[config.mk]
export PLATFORM = sky130hd
export DESIGN_NAME = fb_write_arbiter_flat
export DESIGN_NICKNAME = d
export VERILOG_FILES = /design/src/rtl/fb_write_arbiter_pkg.sv /design/src/rtl/fb_write_arbiter_if.sv /design/src/rtl/fb_write_arbiter_rr.sv /design/src/rtl/fb_write_arbiter.sv /design/src/flat_wrapper.sv
export SDC_FILE = /design/constraint.sdc
export NUM_CORES = 1
export LEC_CHECK = 0
export ABC_CLOCK_PERIOD_IN_PS = 2540
export CORE_ASPECT_RATIO = 1.75
export CORE_MARGIN = 5
export CORE_UTILIZATION = 30
export CTS_CLUSTER_DIAMETER = 200
export CTS_CLUSTER_SIZE = 24
export DETAILED_ROUTE_END_ITERATION = 10
export GPL_ROUTABILITY_DRIVEN = 1
export HOLD_SLACK_MARGIN = 0.12
export PLACE_DENSITY = 0.7
export SYNTH_ARGS = -nofsm -noshare
export SYNTH_HDL_FRONTEND = slang
export SYNTH_SLANG_ARGS = --single-unit
[constraint.sdc]
create_clock -name clk -period 2.54 [get_ports clk]
set_clock_uncertainty 0.2 [all_clocks]
set_input_delay 0.508 -clock clk [delete_from_list [all_inputs] [get_ports clk]]
set_output_delay 0.508 -clock clk [all_outputs]
set_load 0.005 [all_outputs]
[src/rtl/fb_write_arbiter_pkg.sv]
// fb_pkg: shared frame-buffer types, widths and round-robin helper
package fb_pkg;
    localparam int FB_ADDR_WIDTH = 19;
    localparam int FB_OVR_CNT_WIDTH = 8;
    typedef enum logic [1:0] {IDLE, START, RENDER, DONE} fb_arb_state_t;
    function automatic logic [1:0] rr_pick(input logic [1:0] valid, input logic rr_last);
        return (valid == 2'b11) ? (rr_last ? 2'b01 : 2'b10) : valid;
    endfunction
endpackage

[src/rtl/fb_write_arbiter_if.sv]
// fb_write_arbiter_if: requester write handshake plus frame_buffer write port
interface fb_write_arbiter_if import fb_pkg::*; #(parameter int ADDR_WIDTH = FB_ADDR_WIDTH);
    logic [1:0]                 req_valid;
    logic [1:0][ADDR_WIDTH-1:0] req_addr;
    logic [1:0]                 req_data;
    logic [1:0]                 req_done;
    logic [1:0]                 req_ready;
    logic                       wr_en;
    logic [ADDR_WIDTH-1:0]      wr_addr;
    logic                       wr_data;
    modport master (
        output req_valid, req_addr, req_data, req_done,
        input  req_ready, wr_en, wr_addr, wr_data
    );
    modport slave (
        input  req_valid, req_addr, req_data, req_done,
        output req_ready, wr_en, wr_addr, wr_data
    );
endinterface

[src/rtl/fb_write_arbiter_rr.sv]
// rr_arbiter2: 2-way round-robin grant; rr_last remembers the last winner
module rr_arbiter2 import fb_pkg::*; (
    input  logic       clk,
    input  logic       rst_n,
    input  logic       en,
    input  logic [1:0] valid,
    output logic [1:0] grant
);
    logic rr_last;
    assign grant = en ? rr_pick(valid, rr_last) : 2'b00;
    always_ff @(posedge clk or negedge rst_n) begin
        if (!rst_n) rr_last <= 1'b1;
        else if (|grant) rr_last <= grant[1];
    end
endmodule

[src/rtl/fb_write_arbiter.sv]
// fb_write_arbiter: shares the frame_buffer write port and sequences frames
module fb_write_arbiter import fb_pkg::*; #(
    parameter int ADDR_WIDTH    = FB_ADDR_WIDTH,
    parameter int OVR_CNT_WIDTH = FB_OVR_CNT_WIDTH
) (
    input  logic                     clk,
    input  logic                     rst_n,
    input  logic                     ce,
    input  logic                     swap,
    fb_write_arbiter_if.slave        bus,
    output logic                     frame_start,
    output logic                     frame_done,
    output logic                     overrun,
    output logic [OVR_CNT_WIDTH-1:0] overrun_cnt
);
    fb_arb_state_t         state_q, state_d;
    logic [1:0]            done_q, done_d, grant;
    logic                  hs, gi, ovr_hit, wr_en_q;
    logic [ADDR_WIDTH-1:0] wr_addr_q;
    logic                  wr_data_q;
    rr_arbiter2 u_rr (
        .clk   (clk),
        .rst_n (rst_n),
        .en    (ce && state_q == RENDER),
        .valid (bus.req_valid & ~done_q),
        .grant (grant)
    );
    assign bus.req_ready = grant;
    assign hs            = |grant;
    assign gi            = grant[1];
    // a write registered just before ce dropped is held back until ce returns
    assign bus.wr_en     = wr_en_q & ce;
    assign bus.wr_addr   = wr_addr_q;
    assign bus.wr_data   = wr_data_q;
    always_comb begin
        state_d     = state_q;
        done_d      = done_q;
        ovr_hit     = 1'b0;
        frame_done  = 1'b0;
        frame_start = ce && state_q == START;
        case (state_q)
            IDLE:   state_d = swap ? START : IDLE;
            START:  begin
                done_d  = 2'b00;
                state_d = RENDER;
            end
            RENDER: begin
                done_d = done_q | bus.req_done;
                if (swap) begin
                    ovr_hit = 1'b1;
                    state_d = START;
                end else if (&done_q && !hs) begin
                    frame_done = ce;
                    state_d    = DONE;
                end
            end
            DONE:   state_d = swap ? START : DONE;
            default: state_d = IDLE;
        endcase
    end
    always_ff @(posedge clk or negedge rst_n) begin
        if (!rst_n) begin
            state_q     <= IDLE;
            done_q      <= 2'b00;
            wr_en_q     <= 1'b0;
            wr_addr_q   <= '0;
            wr_data_q   <= 1'b0;
            overrun     <= 1'b0;
            overrun_cnt <= '0;
        end else if (ce) begin
            state_q <= state_d;
            done_q  <= done_d;
            wr_en_q <= hs;
            if (hs) begin
                wr_addr_q <= bus.req_addr[gi];
                wr_data_q <= bus.req_data[gi];
            end
            if (ovr_hit) begin
                overrun     <= 1'b1;
                overrun_cnt <= &overrun_cnt ? overrun_cnt : overrun_cnt + OVR_CNT_WIDTH'(1);
            end
        end
    end
endmodule
[src/flat_wrapper.sv]
// flat-port wrapper written by rule: the top's interface ports become plain ports
module fb_write_arbiter_flat import fb_pkg::*;
#(
    parameter int ADDR_WIDTH    = FB_ADDR_WIDTH,
    parameter int OVR_CNT_WIDTH = FB_OVR_CNT_WIDTH
)
  (clk, rst_n, ce, swap, frame_start, frame_done, overrun, overrun_cnt, bus_req_valid, bus_req_addr, bus_req_data, bus_req_done, bus_req_ready, bus_wr_en, bus_wr_addr, bus_wr_data);
  fb_write_arbiter_if #(.ADDR_WIDTH(ADDR_WIDTH)) bus_i ();
  input  logic clk;
  input  logic rst_n;
  input  logic ce;
  input  logic swap;
  output logic frame_start;
  output logic frame_done;
  output logic overrun;
  output logic [OVR_CNT_WIDTH-1:0] overrun_cnt;
  input wire logic [$bits(bus_i.req_valid)-1:0] bus_req_valid;
  input wire logic [$bits(bus_i.req_addr)-1:0] bus_req_addr;
  input wire logic [$bits(bus_i.req_data)-1:0] bus_req_data;
  input wire logic [$bits(bus_i.req_done)-1:0] bus_req_done;
  output wire logic [$bits(bus_i.req_ready)-1:0] bus_req_ready;
  output wire logic [$bits(bus_i.wr_en)-1:0] bus_wr_en;
  output wire logic [$bits(bus_i.wr_addr)-1:0] bus_wr_addr;
  output wire logic [$bits(bus_i.wr_data)-1:0] bus_wr_data;
  assign bus_i.req_valid = bus_req_valid;
  assign bus_i.req_addr = bus_req_addr;
  assign bus_i.req_data = bus_req_data;
  assign bus_i.req_done = bus_req_done;
  assign bus_req_ready = bus_i.req_ready;
  assign bus_wr_en = bus_i.wr_en;
  assign bus_wr_addr = bus_i.wr_addr;
  assign bus_wr_data = bus_i.wr_data;
  fb_write_arbiter #(.ADDR_WIDTH(ADDR_WIDTH), .OVR_CNT_WIDTH(OVR_CNT_WIDTH)) u_core (.clk(clk), .rst_n(rst_n), .ce(ce), .swap(swap), .bus(bus_i), .frame_start(frame_start), .frame_done(frame_done), .overrun(overrun), .overrun_cnt(overrun_cnt));
endmodule
---- Word level (Yosys, flattened, before mapping) ----
Cells that the tools add are included.
word-level totals
  output and inout bits ................... 34
  bits in registers ....................... 35
  input port bits ......................... 48
operators by class
  equal/unequal tests ..................... 5
  bitwise gates (word level) .............. 5
  reductions and logical operators ........ 14
  $lt $le $gt $ge ......................... 1
  mux-type cells .......................... 18
  add/subtract/negate cells ............... 1
operator list
  cell                                                                   number
  19-bit 2-to-1 mux                                                      2
  2-bit 2-to-1 mux                                                       6
  2-bit AND reduction                                                    5
  8-bit by 1-bit adder with 8-bit output, second input constant          1
  1-bit 2-to-1 mux                                                       8
  2-bit one-hot mux with 4 select lines                                  1
  8-bit AND reduction                                                    1
  2-bit equality test, second input constant                             3
  2-bit one-hot mux with 2 select lines                                  1
  1-bit logical AND                                                      3
  3-bit inequality test, second input constant                           1
  3-bit AND reduction                                                    1
  2-bit bitwise AND                                                      1
  2-bit by 1-bit equality test with 1-bit output, second input constant  1
  2-bit zero test                                                        1
  1-bit by 2-bit < comparator with 1-bit output, second input constant   1
  2-bit NOT                                                              1
  2-bit OR                                                               1
  2-bit nonzero test                                                     1
  2-bit OR reduction                                                     1
  1-bit bitwise AND                                                      1
  1-bit zero test                                                        1
  1-bit NOT                                                              1

---- Longest topological paths before layout ----
Gate-level depths: netlist of the first run.
  word-level depth ........................ 11
  depth in mapped cells ................... 7
  mapped depth without buffers ............ 6

---- Modules after synthesis ----
Synthesis of the first run repeated with hierarchy kept, for this count alone.
unflattened totals
  cells, all modules ...................... 169
  area total of the unflattened synthesis .. 1786.7 um^2
modules (own cells, without submodules)
  module            seq. area each (um^2)  times used  area an instance (um^2)  cells each
  fb_write_arbiter  850.8                  1           1724.2                   161
  rr_arbiter2       26.3                   1           62.6                     8

---- Least setup slack after synthesis of the first run ----
No wires, ideal clock.
  path type ............................... reg2out
  start point ............................. reg u_core.state_q[0]
  end point ............................... out bus_req_ready[1]
  arrival ................................. 1.321 ns
  data required time ...................... 1.832 ns
  setup slack ............................. 0.511 ns
  stages on the path, launching flop included .. 6
  path through ............................ dfrtp_1 -> inv_1 -> ha_1 -> nand2_2 -> a311oi_4 -> buf_6
between the ends
  longest elaborated chain between the ends .. 3
RTL lines
  element                   RTL line                   source
  start: declaration        fb_write_arbiter.sv:16     fb_arb_state_t state_q, state_d;
  start signal: assignment  fb_write_arbiter.sv:71     state_q <= state_d;
  2-bit equality test       fb_write_arbiter.sv:24     .en (ce && state_q == RENDER),
  1-bit logical AND         fb_write_arbiter.sv:24
  2-bit 2-to-1 mux          fb_write_arbiter_rr.sv:10  assign grant = en ? rr_pick(valid, rr_last) : 2'b00;
  end: declaration          flat_wrapper.sv:21         output wire logic [$bits(bus_i.req_ready)-1:0] bus_req_ready;
No other way between the ends.

---- Final worst setup path of the first run ----
  start point ............................. in ce
  end point ............................... out bus_wr_en
between the ends
  longest elaborated chain between the ends .. 1
RTL lines
  element             RTL line                source
  start: declaration  flat_wrapper.sv:11      input logic ce;
  1-bit bitwise AND   fb_write_arbiter.sv:32  assign bus.wr_en = wr_en_q & ce;
  end: declaration    flat_wrapper.sv:22      output wire logic [$bits(bus_i.wr_en)-1:0] bus_wr_en;
No other way between the ends.

==> implementation parameters, run 1 <==
Parameter                              Value

Run status
  Outcome ... completed

Yosys
  Share of the synthesized area in compound gates (AO/OA/AOI/OAI) ... between 10% and 20%
  FF+latch count, synth ... 35
  Synth Area in Adders ... between 3 and 4%
  Post-Synthesis Net Count ... approximately 200
  Largest area contributor in the synthesized netlist ... sky130_fd_sc_hd__dfrtp_1
  Total number of yosys warnings ... 0
  Xor/xnor share of the synthesized area ... roughly 1.0%
  Sequential fraction of the synthesis area ... approximately half
  Mux cell area share after synthesis ... 2.51%
  Simple-gate share of the synthesized area ... approximately 17%
  Main combinational cell family by area after synthesis ... compound AO/OA/AOI/OAI gates
  Unique cell type count in the Yosys netlist ... 34
  Area of the mapped netlist ... about 1700 um2
  Largest cells by area after synthesis ... sky130_fd_sc_hd__dfrtp_1, sky130_fd_sc_hd__a221o_1, sky130_fd_sc_hd__and2_1
  Post-Syn Instances ... 148
  Post-synthesis average cell area ... between 10 and 15 um2
  Area share of the largest cell type after synthesis ... between 50% and 60%

Floorplan
  Initial Utilization ... 30.6%
  Die width ... between 60 and 70 um
  Die H ... about 110 um
  Number of placement rows ... 36
  Core ar. ... about 5500 um2
  Number of top-level pins ... 82
  Die area ... roughly 7300 um2

Placed design
  DP HPWL ... roughly 3.6 mm
  Area after detailed placement ... 2590 um2
  Last weighted congestion value of the routability-driven placer ... between 0.7 and 0.8
  Instance count after placement with tap cells included ... around 300
  Input/output buffers ... 81

Drt
  Remaining number of nets flagged by the antenna check after routing ... 0
  Via count ... 1532
  First drt pass iteration count ... 4
  Via-per-instance ratio ... between 4 and 5
  Average wire per cell in the routed design ... ~16 um
  Total wirelength of the detailed-routed design ... 4.98 mm
  Initial detailed-routing violation count ... 74
  Total DRC errors in the routed layout ... 0

Pwr
  Total Power ... approximately 2.5 mW
  Static Leakage ... approximately 1.2 nW
  Max VDD drop ... about 0.48 mV
  Cell area power density ... approximately 900 nW/um2

Final layout
  Number of nets in the final layout ... a little under 300
  Share of final-layout standard cells stronger than drive strength 1 ... approximately an eighth
  Final non-filler cell total ... roughly 320
  Layout fillers ... 524
  P&R area growth vs syn ... 61.9%
  Area of all placed cells without fillers ... 2740 um2
  Diode insertion count for antenna repair ... 0

Timing
  Final count of hold timing violations ... 0
  Part of the cycle the worst path needs ... a little over nine tenths
  Worst slew margin ... around 46%
  Achievable frequency ... between 400 and 500 MHz
  Setup repair after global routing missed its margin ... false
  Clock period minus final worst setup slack ... about 2.5 ns
  Accumulated negative setup slack ... 0 ns
  Final slew viol count ... 0
  Count of endpoints failing setup in the final report ... 0
  Slew of the pin with the lowest slew margin ... 0.812 ns
  Worst hold slack across all endpoints ... 0.105 ns

Clock network
  Number of buffers on the longest clock path ... 2
  Clk pin slew, worst setup/hold paths ... 0.08 ns
  CTS sink cnt ... 35
  Total of hold buffers inserted after clock tree synthesis ... 0
  Clk Latency, worst-skew pair ... around 0.28 ns
  H-tree lvl count ... 2
  CTS Buf Count ... 5
  CTS tree ... built
  Clk Tree Root Cell ... sky130_fd_sc_hd__clkbuf_8

Critical path
  CP Class ... input pin to output pin
  CP Data Arrival Time ... around 1.8 ns
  Kind of launch point of the worst setup path ... input pin
  Crit path capture type ... output pin
  Largest fanout of any net on the critical path ... 7
  Data required, critical path ... around 1.8 ns

Global route
  Vias in the first global route ... around 1.5k
  First-pass GRT wire length ... around 7.6 mm
  Pin count of the biggest net entering global routing ... 36
  Number of antenna violations at the first check in global routing ... 0
  GRT Total Usage ... between 10% and 20%
  Congestion Overflow GR ... 0

Worst hold path
  Type of the tightest min-delay check ... input pin to asynchronous set/reset pin

Flow run
  Number of max-cap violations ... 0
## sequential cells by signal (all words and copies together), names as in the netlist
name	flops
u_core.bus.wr_addr	19
u_core.bus.wr_data	1
u_core.done_q	2
u_core.overrun	1
u_core.overrun_cnt	8
u_core.state_q	2
u_core.u_rr.rr_last	1
u_core.wr_en_q	1
## power by group
group / switching [mW] / internal, mW
logic: 0.391 / 0.665
clock network: 0.212 / 0.318
registers: 0.162 / 0.785
## metal layers
| metal | GRT usage [%] | part of all wire (%) | vias up |
|---|---|---|---|
| met4 | 5.81 | 2.2 | 0 |
| li1 | - | - | 728 |
| met3 | 3.07 | 5.8 | 9 |
| met2 | 25.4 | 56 | 41 |
| met5 | 0 | 0 | - |
| met1 | 14.9 | 36 | 754 |
## worst paths after layout
path,from,endpoint,cells after the start,slack [ns]
worst max-delay path,ce,bus_wr_en,4,0.06
worst min register to register,u_core.bus.wr_addr[3]$_DFFE_PN0P_,u_core.bus.wr_addr[3]$_DFFE_PN0P_,1,0.31
worst min-delay path,rst_n,u_core.bus.wr_addr[9]$_DFFE_PN0P_,1,0.11
min in group clk,u_core.bus.wr_addr[3]$_DFFE_PN0P_,u_core.bus.wr_addr[3]$_DFFE_PN0P_,1,0.31
worst max register to register,u_core.state_q[1]$_DFFE_PN0P_,u_core.wr_en_q$_DFFE_PN0P_,6,0.52
max in group asynchronous,rst_n,u_core.overrun_cnt[7]$_DFFE_PN0P_,1,1.52
## worst max-delay path, stage by stage
cell	delay, ns
sky130_fd_sc_hd__clkdlybuf4s50_1	0.51
sky130_fd_sc_hd__buf_6	0.14
sky130_fd_sc_hd__and2_1	0.12
sky130_fd_sc_hd__clkdlybuf4s50_1	0.49
## timing repair
item / CTS / global route
setup endpoints to repair: 5 / 2
setup buffers: 1 / 3
gates resized for setup: 4 / 0
## synthesized netlist by cell type
master / count
sky130_fd_sc_hd__o31a_1: 1
sky130_fd_sc_hd__and2_1: 21
sky130_fd_sc_hd__xnor2_1: 1
sky130_fd_sc_hd__o21ai_0: 2
sky130_fd_sc_hd__a31oi_1: 6
sky130_fd_sc_hd__buf_6: 2
sky130_fd_sc_hd__nor2_1: 6
sky130_fd_sc_hd__and3_1: 1
sky130_fd_sc_hd__a311oi_4: 1
sky130_fd_sc_hd__a221o_1: 20
sky130_fd_sc_hd__nand4_1: 1
sky130_fd_sc_hd__and3_2: 1
sky130_fd_sc_hd__nor4_1: 1
sky130_fd_sc_hd__nand3b_1: 1
sky130_fd_sc_hd__nor3_2: 1
sky130_fd_sc_hd__o31ai_2: 1
sky130_fd_sc_hd__nand2_1: 7
sky130_fd_sc_hd__nand2b_1: 3
sky130_fd_sc_hd__nand2_2: 1
sky130_fd_sc_hd__dfstp_2: 1
sky130_fd_sc_hd__clkbuf_1: 1
sky130_fd_sc_hd__mux2_2: 2
sky130_fd_sc_hd__a21oi_1: 5
sky130_fd_sc_hd__a31o_2: 1
sky130_fd_sc_hd__mux2i_1: 2
sky130_fd_sc_hd__and2_2: 1
sky130_fd_sc_hd__nor3_1: 2
sky130_fd_sc_hd__xor2_1: 1
sky130_fd_sc_hd__ha_1: 5
sky130_fd_sc_hd__nand3_1: 5
sky130_fd_sc_hd__buf_2: 4
sky130_fd_sc_hd__a21o_1: 1
sky130_fd_sc_hd__inv_1: 5
sky130_fd_sc_hd__dfrtp_1: 34
## stage by stage
step	util (%)	setup slack, ns
6_report	49.5	0.0579
5_1_grt	49.5	0.00102
4_1_cts	49.1	0.0196
3_5_place_dp	46.8	-0.192
3_3_place_gp	46.8	-0.186
2_1_floorplan	-	0.511
## area by class of cell
type                    instances  area, um2  area share, %
clock inverters                 2       35.0           1.28
inverters                       5       18.8          0.685
multi-input cells             101        751           27.4
clock buffers                   6       82.6           3.01
flip-flops and latches         35        877           32.0
repair buffers                 91        881           32.1
well taps                      76       95.1           3.47
## kinds of logic after synthesis
group / count (synthesis)
AO/OA/AOI/OAI: 38
XOR/XNOR: 2
adder cells (fa/ha/maj): 5
buffers and inverters: 12
flip-flops: 35
multiplexers: 4
AND/OR/NAND/NOR: 52
## cell usage in the layout, fill, tap and decap left out, drive strengths merged, types with 3 or more instances in the layout
cell type,instances
clkbuf,6
a31oi,6
and2,22
dfrtp,34
nor3,3
ha,5
dlygate4sd2,3
nand3,5
a221o,20
nand2b,3
buf,11
a21oi,5
nor2,6
nand2,8
inv,5
clkdlybuf4s50,77
(Power assumes the default switching activity.)
==> run 2: changes to the inputs <==
--- a/config.mk
+++ b/config.mk
@@ -8,13 +8,14 @@
 export ABC_CLOCK_PERIOD_IN_PS = 2540
 export CORE_ASPECT_RATIO = 1.75
 export CORE_MARGIN = 5
-export CORE_UTILIZATION = 30
+export CORE_UTILIZATION = 35
 export CTS_CLUSTER_DIAMETER = 200
 export CTS_CLUSTER_SIZE = 24
 export DETAILED_ROUTE_END_ITERATION = 10
 export GPL_ROUTABILITY_DRIVEN = 1
 export HOLD_SLACK_MARGIN = 0.12
-export PLACE_DENSITY = 0.7
+export PLACE_DENSITY = 0.78
 export SYNTH_ARGS = -nofsm -noshare
 export SYNTH_HDL_FRONTEND = slang
+export SYNTH_HIERARCHICAL = 1
 export SYNTH_SLANG_ARGS = --single-unit
==> implementation parameters, run 2 <==
Parameter                              Value

Yosys
  Unique cell type count in the Yosys netlist ... 35
  Commonest register cell after synthesis ... sky130_fd_sc_hd__dfrtp_1
  Post-Synthesis Net Count ... 222
  Post-synthesis average cell area ... 10.6 um2
  Area share of the largest cell type after synthesis ... between 40% and 50%
  Total number of yosys warnings ... 6
  Largest area contributor in the synthesized netlist ... sky130_fd_sc_hd__dfrtp_1
  Area of the mapped netlist ... approximately 1800 um2
  Ranking of synthesized cells by instance count ... sky130_fd_sc_hd__dfrtp_1, sky130_fd_sc_hd__nand2_1, sky130_fd_sc_hd__o21ai_0
  Post-Syn Instances ... 169
  Most frequent cell after synthesis ... sky130_fd_sc_hd__dfrtp_1
  Asr flop ratio synth ... 100%
  Sequential fraction of the synthesis area ... ~49%
  Number of synthesized flops with an enable pin ... 0
  FF+latch count, synth ... 35
  Largest cells by area after synthesis ... sky130_fd_sc_hd__dfrtp_1, sky130_fd_sc_hd__mux2i_1, sky130_fd_sc_hd__o21ai_0

Timing
  Achievable frequency ... 393 MHz
  Count of endpoints failing setup in the final report ... 1
  Worst slew margin ... between 40% and 50%
  Final slew viol count ... 0
  Worst setup margin ... -0.00165 ns
  Slew of the pin with the lowest slew margin ... between 0.7 and 0.8 ns
  Part of the cycle the worst path needs ... 100%
  Worst hold slack across all endpoints ... ~0.11 ns
  Setup repair after global routing missed its margin ... true
  Final count of hold timing violations ... 0
  Clock period minus final worst setup slack ... 2.54 ns

Final layout
  Diode insertion count for antenna repair ... 0
  Layout fillers ... about 440
  Share of final-layout standard cells stronger than drive strength 1 ... 18.8%
  Most common cell after layout, fill and taps aside ... sky130_fd_sc_hd__clkdlybuf4s50_1
  Area of all placed cells without fillers ... 2960 um2
  Number of flip-flops under the largest register name ... 19
  P&R area growth vs syn ... 65.9%
  Number of nets in the final layout ... 324
  Leading cell types in the layout, fill and taps excluded ... sky130_fd_sc_hd__clkdlybuf4s50_1, sky130_fd_sc_hd__dfrtp_1, sky130_fd_sc_hd__nand2_1, sky130_fd_sc_hd__o21ai_0, sky130_fd_sc_hd__mux2i_1

Placed design
  Area after detailed placement ... about 2700 um2
  DP HPWL ... 3.47 mm
  Input/output buffers ... between 80 and 90
  Last weighted congestion value of the routability-driven placer ... around 0.84

Floorplan
  Number of placement rows ... 34
  Die width ... 64.0 um
  Die area ... 6690 um2
  Initial Utilization ... a little over a third
  Core ar. ... between 4000 and 5000 um2
  Die H ... about 100 um
  Number of top-level pins ... 82

Drt
  Via count ... between 1.5k and 2k
  Via-per-instance ratio ... between 4 and 5
  Remaining number of nets flagged by the antenna check after routing ... 0
  Average wire per cell in the routed design ... around 14 um
  Total wirelength of the detailed-routed design ... 4.68 mm
  First drt pass iteration count ... 4
  Initial detailed-routing violation count ... 39
  Total DRC errors in the routed layout ... 0

Pwr
  Switching part of the total power ... around 32%
  Internal portion of total power ... about 1.7 mW
  Sequential power share ... ~38%
  Net switching power ... between 0.8 and 0.9 mW
  Combinational share of power ... between 40% and 50%
  Cell area power density ... 847 nW/um2
  Relative contribution of the clock network to total power ... roughly 15%
  Max VDD drop ... 0.471 mV
  Static Leakage ... approximately 1.3 nW

Global route
  Number of antenna violations at the first check in global routing ... 0
  First-pass GRT wire length ... between 7 and 8 mm
  GRT Total Usage ... between 10% and 20%
  Pin count of the biggest net entering global routing ... 41
  Vias in the first global route ... 1698
  Congestion Overflow GR ... 0

Clock network
  Clk Latency, worst-skew pair ... ~0.27 ns
  Clk Tree Root Cell ... sky130_fd_sc_hd__clkbuf_8
  H-tree lvl count ... 2
  Number of buffers on the longest clock path ... 2
  CTS tree ... built
  CTS sink cnt ... 35
  Total of hold buffers inserted after clock tree synthesis ... 0
  CTS Buf Count ... 5
  Clk pin slew, worst setup/hold paths ... approximately 0.070 ns

Critical path
  CP Data Arrival Time ... ~1.8 ns
  CP Class ... flop to output pin
  Crit path capture type ... output pin
  Largest fanout of any net on the critical path ... 3
  Kind of launch point of the worst setup path ... flop
  Buf/Inv on CP ... 3
  Data required, critical path ... about 1.8 ns
  Critical path's slowest cell ... sky130_fd_sc_hd__dfrtp_1
  Family of cells with the greatest summed delay on the critical path ... simple AND/OR/NAND/NOR gates
  Critical Path Max Stage Delay ... 0.39 ns
  Cell chain of the critical path ... inv_2 > ha_4 > and2_4 > buf_6 > nand2_4 > a21oi_2 > and4bb_2 > and4b_1 > buf_2

Flow run
  Number of max-cap violations ... 0

Run status
  Violations in the final reports ... setup timing
  Outcome ... finished with violations

Worst hold path
  Type of the tightest min-delay check ... input pin to asynchronous set/reset pin
run 2: cell types whose count changed after synthesis, moves of 4 or more:
cell | previous run | this run
sky130_fd_sc_hd__o21ai_0 | 2 | 23
sky130_fd_sc_hd__a221o_1 | 20 | 0
sky130_fd_sc_hd__and2_1 | 21 | 3
sky130_fd_sc_hd__mux2i_1 | 2 | 22
sky130_fd_sc_hd__clkbuf_1 | 1 | 5
sky130_fd_sc_hd__nand2_1 | 7 | 25
sky130_fd_sc_hd__a31oi_1 | 6 | 2
run 2: power groups by stage:
| stage | clock, mW | sequential (mW) | combinational (mW) |
|---|---|---|---|
| finish | 0.372 | 0.951 | 1.19 |
| global route | 0.408 | 0.981 | 1.33 |
| CTS | 0.390 | 0.955 | 1.18 |
| detailed placement | 0 | 0.955 | 1.09 |
| global placement | 0 | 0.940 | 1.07 |
| floorplan | 0 | 0.950 | 0.422 |
run 2: cells by family after synthesis:
group                      synth area share, %
xor gates and xnor gates                  1.47
DFF                                       49.1
and+or+nand+nor                           15.3
AOI/OAI and AO/OA                         13.0
muxes                                     15.1
buffers and inverters                     2.66
adders and majority gates                 3.50
run 2: routing by layer:
metal  global-route usage [%]  vias to the layer above  part of all wire [%]
li1                         -                      793                     -
met1                     14.1                      732                    34
met2                     27.7                       50                    58
met3                     4.65                        2                   7.3
met4                     4.75                        0                  0.66
met5                        0                        -                     0
run 2: cell type report:
cell class                 instances  area (um2)  area share (%)
timing repair buffer             102        1010            33.9
multi-input combinational        122         913            30.8
sequential                        35         877            29.6
clock buffer                       7        76.3            2.57
tap                               54        67.6            2.28
inverter                           5        18.8           0.633
clock inverter                     1        5.00           0.169
run 2: what timing repair did:
item	CTS	global route
pin swaps	4	3
hold endpoints to repair	0	0
gates resized for setup	21	2
setup endpoints to repair	5	2
gates cloned	1	0
setup buffers	8	1
run 2: worst paths after layout:
| check | startpoint | end | slack, ns | cells after the start |
|---|---|---|---|---|
| max | u_core/state_q[0]$_DFFE_PN0P_ | frame_done | -0.002 | 9 |
| min | rst_n | u_core/bus.wr_addr[17]$_DFFE_PN0P_ | 0.11 | 1 |
| max reg2reg | u_core/state_q[0]$_DFFE_PN0P_ | u_core/state_q[0]$_DFFE_PN0P_ | 0.24 | 10 |
| min reg2reg | u_core/overrun$_DFFE_PN0P_ | u_core/overrun$_DFFE_PN0P_ | 0.27 | 1 |
| max in group asynchronous | rst_n | u_core/overrun_cnt[7]$_DFFE_PN0P_ | 1.53 | 1 |
| min in group clk | u_core/overrun$_DFFE_PN0P_ | u_core/overrun$_DFFE_PN0P_ | 0.27 | 1 |
run 2: through the flow:
step | cells | worst slack, ns | TNS [ns] | power, mW | utilization, %
finish | 326 | -0.00165 | -0.00165 | 2.51 | 59.6
detailed placement | 308 | -0.528 | -2.15 | 2.05 | 55.1
global route | 326 | -0.0975 | -0.0975 | 2.72 | 59.6
global placement | 308 | -0.507 | -1.45 | 2.01 | 55.1
floorplan | 169 | 0.0864 | 0 | 1.37 | -
CTS | 325 | 0.00979 | 0 | 2.53 | 59.2
